==> config.mk <==
export PLATFORM = sky130hd
export DESIGN_NAME = coeff_runlevel_scan
export DESIGN_NICKNAME = d
export VERILOG_FILES = /design/src/rtl/coeff_runlevel_scan_pkg.sv /design/src/rtl/zigzag_reorder_4x4.sv /design/src/rtl/coeff_runlevel_scan.sv
export SDC_FILE = /design/constraint.sdc
export NUM_CORES = 2
export LEC_CHECK = 0
export CAP_MARGIN = 20
export CORE_UTILIZATION = 51
export DETAILED_ROUTE_END_ITERATION = 16
export PLACE_DENSITY = 0.75
export SLEW_MARGIN = 20
export SYNTH_ARGS = -nofsm -noshare
export SYNTH_HDL_FRONTEND = slang
export SYNTH_HIERARCHICAL = 1
export SYNTH_SLANG_ARGS = --single-unit
==> constraint.sdc <==
create_clock -name clk -period 5.2 [get_ports clk]
set_clock_uncertainty 0.15 [all_clocks]
set_input_delay 0.78 -clock clk [delete_from_list [all_inputs] [get_ports clk]]
set_output_delay 0.78 -clock clk [all_outputs]
set_load 0.02 [all_outputs]
==> src/rtl/coeff_runlevel_scan_pkg.sv <==
// Shared transform/entropy definitions: 4x4 frame zigzag order, scan FSM states
// and the CAVLC run/count widths.
package coeff_runlevel_scan_pkg;

  localparam int TOTAL_COEFF_W = 5;
  localparam int RUN_W         = 4;

  // Raster index (4*row+col) visited at each scan position 0..15.
  localparam logic [3:0] ZIGZAG_4x4 [16] = '{
    4'd0, 4'd1, 4'd4, 4'd8, 4'd5, 4'd2, 4'd3, 4'd6,
    4'd9, 4'd12, 4'd13, 4'd10, 4'd7, 4'd11, 4'd14, 4'd15
  };

  typedef enum logic [1:0] {IDLE, SCAN, EMIT} state_e;

  typedef logic [RUN_W-1:0] run_t;

endpackage

==> src/rtl/zigzag_reorder_4x4.sv <==
// Combinational raster-to-scan permutation of a 4x4 block; pure wiring, so it
// can be reused for the inverse scan on the decoder side.
module zigzag_reorder_4x4
  import coeff_runlevel_scan_pkg::*;
#(
  parameter int W = 32
) (
  input  logic [15:0][W-1:0] raster_i,
  output logic [15:0][W-1:0] scan_o
);

  for (genvar k = 0; k < 16; k++) begin : g_scan
    assign scan_o[k] = raster_i[ZIGZAG_4x4[k]];
  end

endmodule

==> src/rtl/coeff_runlevel_scan.sv <==
// Zigzag-reorders a 4x4 quantized block, walks it from the highest scan position
// down, and streams (level, run_before) pairs plus the CAVLC block summary.
module coeff_runlevel_scan
  import coeff_runlevel_scan_pkg::*;
#(
  parameter int BIT_LENGTH = 31
) (
  input  logic                      clk,
  input  logic                      reset,
  input  logic                      in_valid_i,
  output logic                      in_ready_o,
  input  logic [15:0][BIT_LENGTH:0] coeffs_i,
  output logic                      out_valid_o,
  input  logic                      out_ready_i,
  output logic signed [BIT_LENGTH:0] out_level_o,
  output logic [RUN_W-1:0]          out_run_o,
  output logic                      out_last_o,
  output logic                      sum_valid_o,
  output logic [TOTAL_COEFF_W-1:0]  total_coeff_o,
  output logic [1:0]                trailing_ones_o,
  output logic [3:0]                total_zeros_o,
  output logic                      busy_o
);

  typedef struct packed {
    logic signed [BIT_LENGTH:0] level;
    run_t                       run;
  } pair_t;

  localparam logic [TOTAL_COEFF_W-1:0] ONE_TC = TOTAL_COEFF_W'(1);
  localparam logic [BIT_LENGTH:0]      LVL_P1 = {{BIT_LENGTH{1'b0}}, 1'b1};
  localparam logic [BIT_LENGTH:0]      LVL_M1 = '1;

  logic [15:0][BIT_LENGTH:0] z_scan;

  zigzag_reorder_4x4 #(.W(BIT_LENGTH + 1)) u_zigzag (
    .raster_i (coeffs_i),
    .scan_o   (z_scan)
  );

  state_e                    state_q, state_d;
  logic [3:0]                idx_q, idx_d;
  logic [15:0][BIT_LENGTH:0] z_q, z_d;
  pair_t                     pbuf_q [16];
  pair_t                     pbuf_d [16];
  logic [3:0]                rd_q, rd_d;
  logic                      pend_vld_q, pend_vld_d;
  pair_t                     pend_q, pend_d;
  logic [TOTAL_COEFF_W-1:0]  tc_q, tc_d;
  logic [1:0]                t1_q, t1_d;
  logic                      t1_stop_q, t1_stop_d;
  logic [3:0]                tz_q, tz_d;
  logic                      sum_valid_q, sum_valid_d;

  logic signed [BIT_LENGTH:0] cur;
  logic                       nz, mag_one, last;
  logic [TOTAL_COEFF_W-1:0]   w;
  pair_t                      np;
  logic                       np_vld;

  assign cur     = z_q[idx_q];
  assign nz      = (cur != '0);
  assign mag_one = (cur == LVL_P1) || (cur == LVL_M1);
  assign last    = ({1'b0, rd_q} == (tc_q - ONE_TC));

  always_comb begin
    state_d     = state_q;
    idx_d       = idx_q;
    z_d         = z_q;
    pbuf_d      = pbuf_q;
    rd_d        = rd_q;
    pend_vld_d  = pend_vld_q;
    pend_d      = pend_q;
    tc_d        = tc_q;
    t1_d        = t1_q;
    t1_stop_d   = t1_stop_q;
    tz_d        = tz_q;
    sum_valid_d = 1'b0;
    w           = tc_q;
    np          = pend_q;
    np_vld      = pend_vld_q;

    case (state_q)
      IDLE: begin
        if (in_valid_i) begin
          z_d        = z_scan;
          idx_d      = 4'd15;
          rd_d       = '0;
          pend_vld_d = 1'b0;
          pend_d     = '0;
          tc_d       = '0;
          t1_d       = '0;
          t1_stop_d  = 1'b0;
          tz_d       = '0;
          state_d    = SCAN;
        end
      end
      SCAN: begin
        if (nz) begin
          if (pend_vld_q) begin
            pbuf_d[w[3:0]] = pend_q;
            w              = w + ONE_TC;
          end
          np.level = cur;
          np.run   = '0;
          np_vld   = 1'b1;
          if (!t1_stop_q) begin
            if (!mag_one)         t1_stop_d = 1'b1;
            else if (t1_q != 2'd3) t1_d     = t1_q + 2'd1;
          end
        end else if (pend_vld_q) begin
          np.run = pend_q.run + run_t'(1);
          tz_d   = tz_q + 4'd1;
        end
        // Scan position 0 can retire two entries at once: the older pending
        // one and the entry that position 0 itself opens or extends.
        if (idx_q == 4'd0) begin
          if (np_vld) begin
            pbuf_d[w[3:0]] = np;
            w              = w + ONE_TC;
          end
          pend_vld_d  = 1'b0;
          pend_d      = '0;
          sum_valid_d = 1'b1;
          state_d     = (w == '0) ? IDLE : EMIT;
        end else begin
          pend_vld_d = np_vld;
          pend_d     = np;
          idx_d      = idx_q - 4'd1;
        end
        tc_d = w;
      end
      EMIT: begin
        if (out_ready_i) begin
          if (last) state_d = IDLE;
          else      rd_d    = rd_q + 4'd1;
        end
      end
      default: state_d = IDLE;
    endcase
  end

  always_ff @(posedge clk) begin
    if (reset) begin
      state_q     <= IDLE;
      idx_q       <= '0;
      z_q         <= '0;
      for (int i = 0; i < 16; i++) pbuf_q[i] <= '0;
      rd_q        <= '0;
      pend_vld_q  <= 1'b0;
      pend_q      <= '0;
      tc_q        <= '0;
      t1_q        <= '0;
      t1_stop_q   <= 1'b0;
      tz_q        <= '0;
      sum_valid_q <= 1'b0;
    end else begin
      state_q     <= state_d;
      idx_q       <= idx_d;
      z_q         <= z_d;
      pbuf_q      <= pbuf_d;
      rd_q        <= rd_d;
      pend_vld_q  <= pend_vld_d;
      pend_q      <= pend_d;
      tc_q        <= tc_d;
      t1_q        <= t1_d;
      t1_stop_q   <= t1_stop_d;
      tz_q        <= tz_d;
      sum_valid_q <= sum_valid_d;
    end
  end

  assign in_ready_o      = (state_q == IDLE);
  assign busy_o          = (state_q != IDLE);
  assign out_valid_o     = (state_q == EMIT);
  assign out_level_o     = out_valid_o ? pbuf_q[rd_q].level : '0;
  assign out_run_o       = out_valid_o ? pbuf_q[rd_q].run : '0;
  assign out_last_o      = out_valid_o && last;
  assign sum_valid_o     = sum_valid_q;
  assign total_coeff_o   = tc_q;
  assign trailing_ones_o = t1_q;
  assign total_zeros_o   = tz_q;

endmodule

==> flow_summary.html <==
<table>
<tr><th>Metric</th><th>Value</th></tr>
<tr><th colspan="2">Die</th></tr>
<tr><td>Floorplan die area</td><td>120800 sq um</td></tr>
<tr><td>Top Ports</td><td>568</td></tr>
<tr><td>Height of the die</td><td>347.6 um</td></tr>
<tr><td>Width of the die</td><td>347.6 um</td></tr>
<tr><td>Effective utilization at floorplan</td><td>51.52%</td></tr>
<tr><td>Row count</td><td>126</td></tr>
<tr><td>Floorplan core area</td><td>118200 sq um</td></tr>
<tr><th colspan="2">GRT</th></tr>
<tr><td>Antenna violations before repair</td><td>24</td></tr>
<tr><td>GRT Overall Usage</td><td>40.92%</td></tr>
<tr><td>Grt ovf</td><td>0</td></tr>
<tr><td>First-pass GRT wire length</td><td>371.1 mm</td></tr>
<tr><td>Vias in the first global route</td><td>55.89k</td></tr>
<tr><td>Maximum number of pins on one net before global-route repair</td><td>262</td></tr>
<tr><th colspan="2">Drt</th></tr>
<tr><td>Detailed-route wire length per cell</td><td>29.55 um</td></tr>
<tr><td>Routed via count</td><td>59.27k</td></tr>
<tr><td>Final Routed Wirelength</td><td>257.4 mm</td></tr>
<tr><td>Via/cell ratio</td><td>6.806</td></tr>
<tr><td>Count of nets left with antenna violations after detail routing</td><td>0</td></tr>
<tr><td>Iteration-0 DRC count of the detailed router</td><td>9335</td></tr>
<tr><td>Router iterations before antenna repair</td><td>7</td></tr>
<tr><td>Residual DRC count</td><td>0</td></tr>
<tr><th colspan="2">Layout</th></tr>
<tr><td>Number of nets in the final layout</td><td>7591</td></tr>
<tr><td>Fill count</td><td>10.03k</td></tr>
<tr><td>Most used cells in the layout excluding fill and tap cells</td><td>sky130_fd_sc_hd__nand2_1 (1304), sky130_fd_sc_hd__dfxtp_1 (1141), sky130_fd_sc_hd__a21oi_1 (777)</td></tr>
<tr><td>Most frequent standard cell in the layout excluding fill and tap cells</td><td>sky130_fd_sc_hd__nand2_1</td></tr>
<tr><td>Util after Layout</td><td>60.26%</td></tr>
<tr><td>Area added between synthesis and finish</td><td>16.96%</td></tr>
<tr><td>Fraction of layout cells with a size suffix above 1</td><td>16.80%</td></tr>
<tr><th colspan="2">Yosys</th></tr>
<tr><td>Synth async-reset ratio</td><td>0%</td></tr>
<tr><td>Synthesized netlist cell count</td><td>7105</td></tr>
<tr><td>Cell area after synthesis</td><td>60910 sq um</td></tr>
<tr><td>Avg Cell Area, Syn</td><td>8.573 sq um</td></tr>
<tr><td>Warnings from Yosys</td><td>6</td></tr>
<tr><td>Top flip-flop cell by instance count after synthesis</td><td>sky130_fd_sc_hd__dfxtp_1</td></tr>
<tr><td>Count of flip-flops with a built-in enable after synthesis</td><td>0</td></tr>
<tr><td>Synth Register Bits</td><td>1148</td></tr>
<tr><td>Netlist cell types</td><td>93</td></tr>
<tr><td>Synth Net Count</td><td>7635</td></tr>
<tr><td>Part of the Yosys area used for sequential elements</td><td>37.73%</td></tr>
<tr><th colspan="2">Clock network</th></tr>
<tr><td>Clk Latency, worst-skew pair</td><td>0.76 ns</td></tr>
<tr><td>Count of clock tree sinks</td><td>1148</td></tr>
<tr><td># H-tree levels</td><td>3</td></tr>
<tr><td>Master cell of the clock root buffer</td><td>sky130_fd_sc_hd__clkbuf_16</td></tr>
<tr><td>Clock buffers created by TritonCTS</td><td>120</td></tr>
<tr><td>Maximum root-to-sink buffer count</td><td>3</td></tr>
<tr><td>Clock transition time at the flip-flop clock pins of the worst setup and hold paths</td><td>0.06 ns</td></tr>
<tr><td>TritonCTS clock tree</td><td>yes</td></tr>
<tr><td>Hold buffer count at cts</td><td>0</td></tr>
<tr><th colspan="2">Critical path</th></tr>
<tr><td>Class of the most critical setup path</td><td>flip-flop to flip-flop</td></tr>
<tr><td>Slack of the worst reg-to-reg path</td><td>0.007 ns</td></tr>
<tr><td>Required time worst endpoint</td><td>5.65 ns</td></tr>
<tr><td>Critical Path Fanout Max</td><td>12</td></tr>
<tr><td>Worst setup EP type</td><td>flip-flop</td></tr>
<tr><td>Critical path data arrival time</td><td>5.64 ns</td></tr>
<tr><td>Critical Path Source Type</td><td>flip-flop</td></tr>
<tr><th colspan="2">Timing</th></tr>
<tr><td>Achievable Freq</td><td>0.1926 GHz</td></tr>
<tr><td>Total negative setup slack</td><td>0 ns</td></tr>
<tr><td>Slew of the pin with the lowest slew margin</td><td>1.149 ns</td></tr>
<tr><td>Setup violators final</td><td>0</td></tr>
<tr><td>Headroom to the max-slew limit</td><td>23.27%</td></tr>
<tr><td>Worst setup slack after layout</td><td>0.006685 ns</td></tr>
<tr><td>Fin. max-slew vios</td><td>0</td></tr>
<tr><td>Min Tclk post-route</td><td>5.193 ns</td></tr>
<tr><td>Final count of hold timing violations</td><td>0</td></tr>
<tr><td>Post-route clock period utilization</td><td>99.87%</td></tr>
<tr><th colspan="2">Place</th></tr>
<tr><td>Total half-perimeter wirelength after legalization and detailed placement</td><td>177.6 mm</td></tr>
<tr><td>PortBufs</td><td>567</td></tr>
<tr><td>RD Place Congestion</td><td>1.050</td></tr>
<tr><td>Minimum setup slack after placement</td><td>-0.1157 ns</td></tr>
<tr><th colspan="2">Power</th></tr>
<tr><td>VDD IR max</td><td>0.3533 mV</td></tr>
<tr><td>Power density cells</td><td>352.5 nW/um^2</td></tr>
<tr><td>Leakage component of the power</td><td>25.15 nW</td></tr>
<tr><td>Pwr Total</td><td>25.11 mW</td></tr>
<tr><th colspan="2">Status</th></tr>
<tr><td>Status</td><td>complete, no violations</td></tr>
<tr><th colspan="2">Run</th></tr>
<tr><td>Max-capacitance violation count</td><td>0</td></tr>
<tr><th colspan="2">Min path</th></tr>
<tr><td>Min-Delay Path Class</td><td>flip-flop to flip-flop</td></tr>
</table>
-- Yosys cell counts (all sizes together), types with 18 or more instances --
master | count | area [sq um]
nand2 | 1310 | 4932
dfxtp | 1148 | 22980
a21oi | 789 | 3994
buf | 695 | 4910
clkbuf | 506 | 1899
nor2 | 434 | 1649
mux4 | 294 | 6651
o21ai | 292 | 1476
nor3 | 165 | 830.8
a31oi | 163 | 1026
a211oi | 121 | 918.4
mux2i | 114 | 1141
o22ai | 110 | 694.4
o221a | 107 | 1205
a221oi | 86 | 753.2
inv | 84 | 315.3
nand3 | 73 | 375.4
a32o | 65 | 650.6
o21a | 53 | 397.9
a22oi | 48 | 360.4
and2 | 47 | 294.0
a2111oi | 44 | 419.2
o221ai | 37 | 324.1
a21o | 31 | 232.7
a311oi | 27 | 254.0
mux2 | 24 | 274.0
o211ai | 21 | 157.7
and3 | 18 | 112.6
nand4 | 18 | 112.6
o2bb2ai | 18 | 170.2
-- cell families (layout without fill, tap and decap cells) --
| kind of cell | count (synthesis) | after routing | synth area share (%) |
|---|---|---|---|
| AO/OA/AOI/OAI | 2079 | 2079 | 22.42 |
| buffers and inverters | 1288 | 1339 | 11.71 |
| AND/OR/NAND/NOR | 2121 | 2121 | 14.27 |
| flip-flops | 1148 | 1148 | 37.73 |
| multiplexers | 432 | 432 | 13.24 |
| XOR/XNOR | 22 | 22 | 0.3163 |
| other | 0 | 17 | 0 |
| adder cells (fa/ha/maj) | 15 | 15 | 0.3040 |
-- sequential cells by signal, indices dropped and copies added (netlist names) --
name,count
pend_vld_q,1
t1_stop_q,1
rd_q,4
pbuf_q,576
z_q,512
total_coeff_o,5
total_zeros_o,4
idx_q,4
state_q,2
pend_q,36
sum_valid_o,1
trailing_ones_o,2
-- timing repair --
item                       in CTS  in global routing
setup endpoints to repair     267                578
gates cloned                    0                  2
buffers inserted                0                  9
pin swaps                       0                  4
gates resized for setup        15                 65
-- worst max-delay path, cell delays in order, from the launching register on --
cell and delay, ns:
sky130_fd_sc_hd__dfxtp_4 0.39, sky130_fd_sc_hd__buf_4 0.18, sky130_fd_sc_hd__clkbuf_16 0.22, sky130_fd_sc_hd__mux4_1 0.55, sky130_fd_sc_hd__mux2_2 0.32, sky130_fd_sc_hd__nand4bb_1 0.21, sky130_fd_sc_hd__o31a_1 0.40, sky130_fd_sc_hd__nor4_4 0.40
sky130_fd_sc_hd__a21oi_4 0.15, sky130_fd_sc_hd__mux2i_4 0.23, sky130_fd_sc_hd__inv_1 0.12, sky130_fd_sc_hd__ha_1 0.19, sky130_fd_sc_hd__nand2_1 0.14, sky130_fd_sc_hd__a21o_1 0.26, sky130_fd_sc_hd__o31ai_4 0.29, sky130_fd_sc_hd__buf_12 0.18
sky130_fd_sc_hd__clkbuf_16 0.20, sky130_fd_sc_hd__nor2_1 0.06, sky130_fd_sc_hd__a2111oi_1 0.37
-- metal layers --
metal / GRT usage, % / vias up / part of all wire [%]
li1: - / 25044 / -
met1: 50.31 / 28241 / 36
met5: 2.281 / - / 0.21
met2: 61.17 / 4786 / 43
met3: 13.34 / 1173 / 13
met4: 26.63 / 28 / 7.9
-- final timing paths --
kind          startpoint     endpoint  cells past startpoint
max             idx_q[0]   pbuf_q[13]                     18
min          pbuf_q[183]  pbuf_q[183]                      2
max reg2reg     idx_q[0]   pbuf_q[13]                     18
min reg2reg  pbuf_q[183]  pbuf_q[183]                      2
-- metrics by stage --
| step | hold WS, ns | area, sq um | cells |
|---|---|---|---|
| detailed placement | 0.2876 | 66700 | 8462 |
| floorplan | 0.2708 | 60910 | 7105 |
| global placement | 0.2789 | 66690 | 8462 |
| global route | 0.3123 | 71230 | 8704 |
| CTS | 0.2971 | 70730 | 8679 |
| finish | 0.3008 | 71250 | 8709 |
-- power breakdown --
| group | switching, mW | total, mW | leakage [nW] | internal [mW] |
|---|---|---|---|---|
| registers | 0.373 | 9.62 | 9.33 | 9.25 |
| logic | 4.28 | 6.65 | 13.9 | 2.38 |
| clock network | 3.88 | 8.84 | 1.95 | 4.96 |
| total | 8.53 | 25.1 | 25.1 | 16.6 |
-- final cells by class --
type / count / area, sq um / area share (%)
multi-input cells: 4669 / 31260 / 43.87
flip-flops and latches: 1148 / 23000 / 32.28
repair buffers: 1035 / 10720 / 15.05
clock buffers: 168 / 3403 / 4.777
well taps: 1536 / 1922 / 2.697
clock inverters: 49 / 571.8 / 0.8026
inverters: 87 / 329.1 / 0.4619
diodes: 17 / 42.54 / 0.05971
Power figures use the tool's default switching activity.
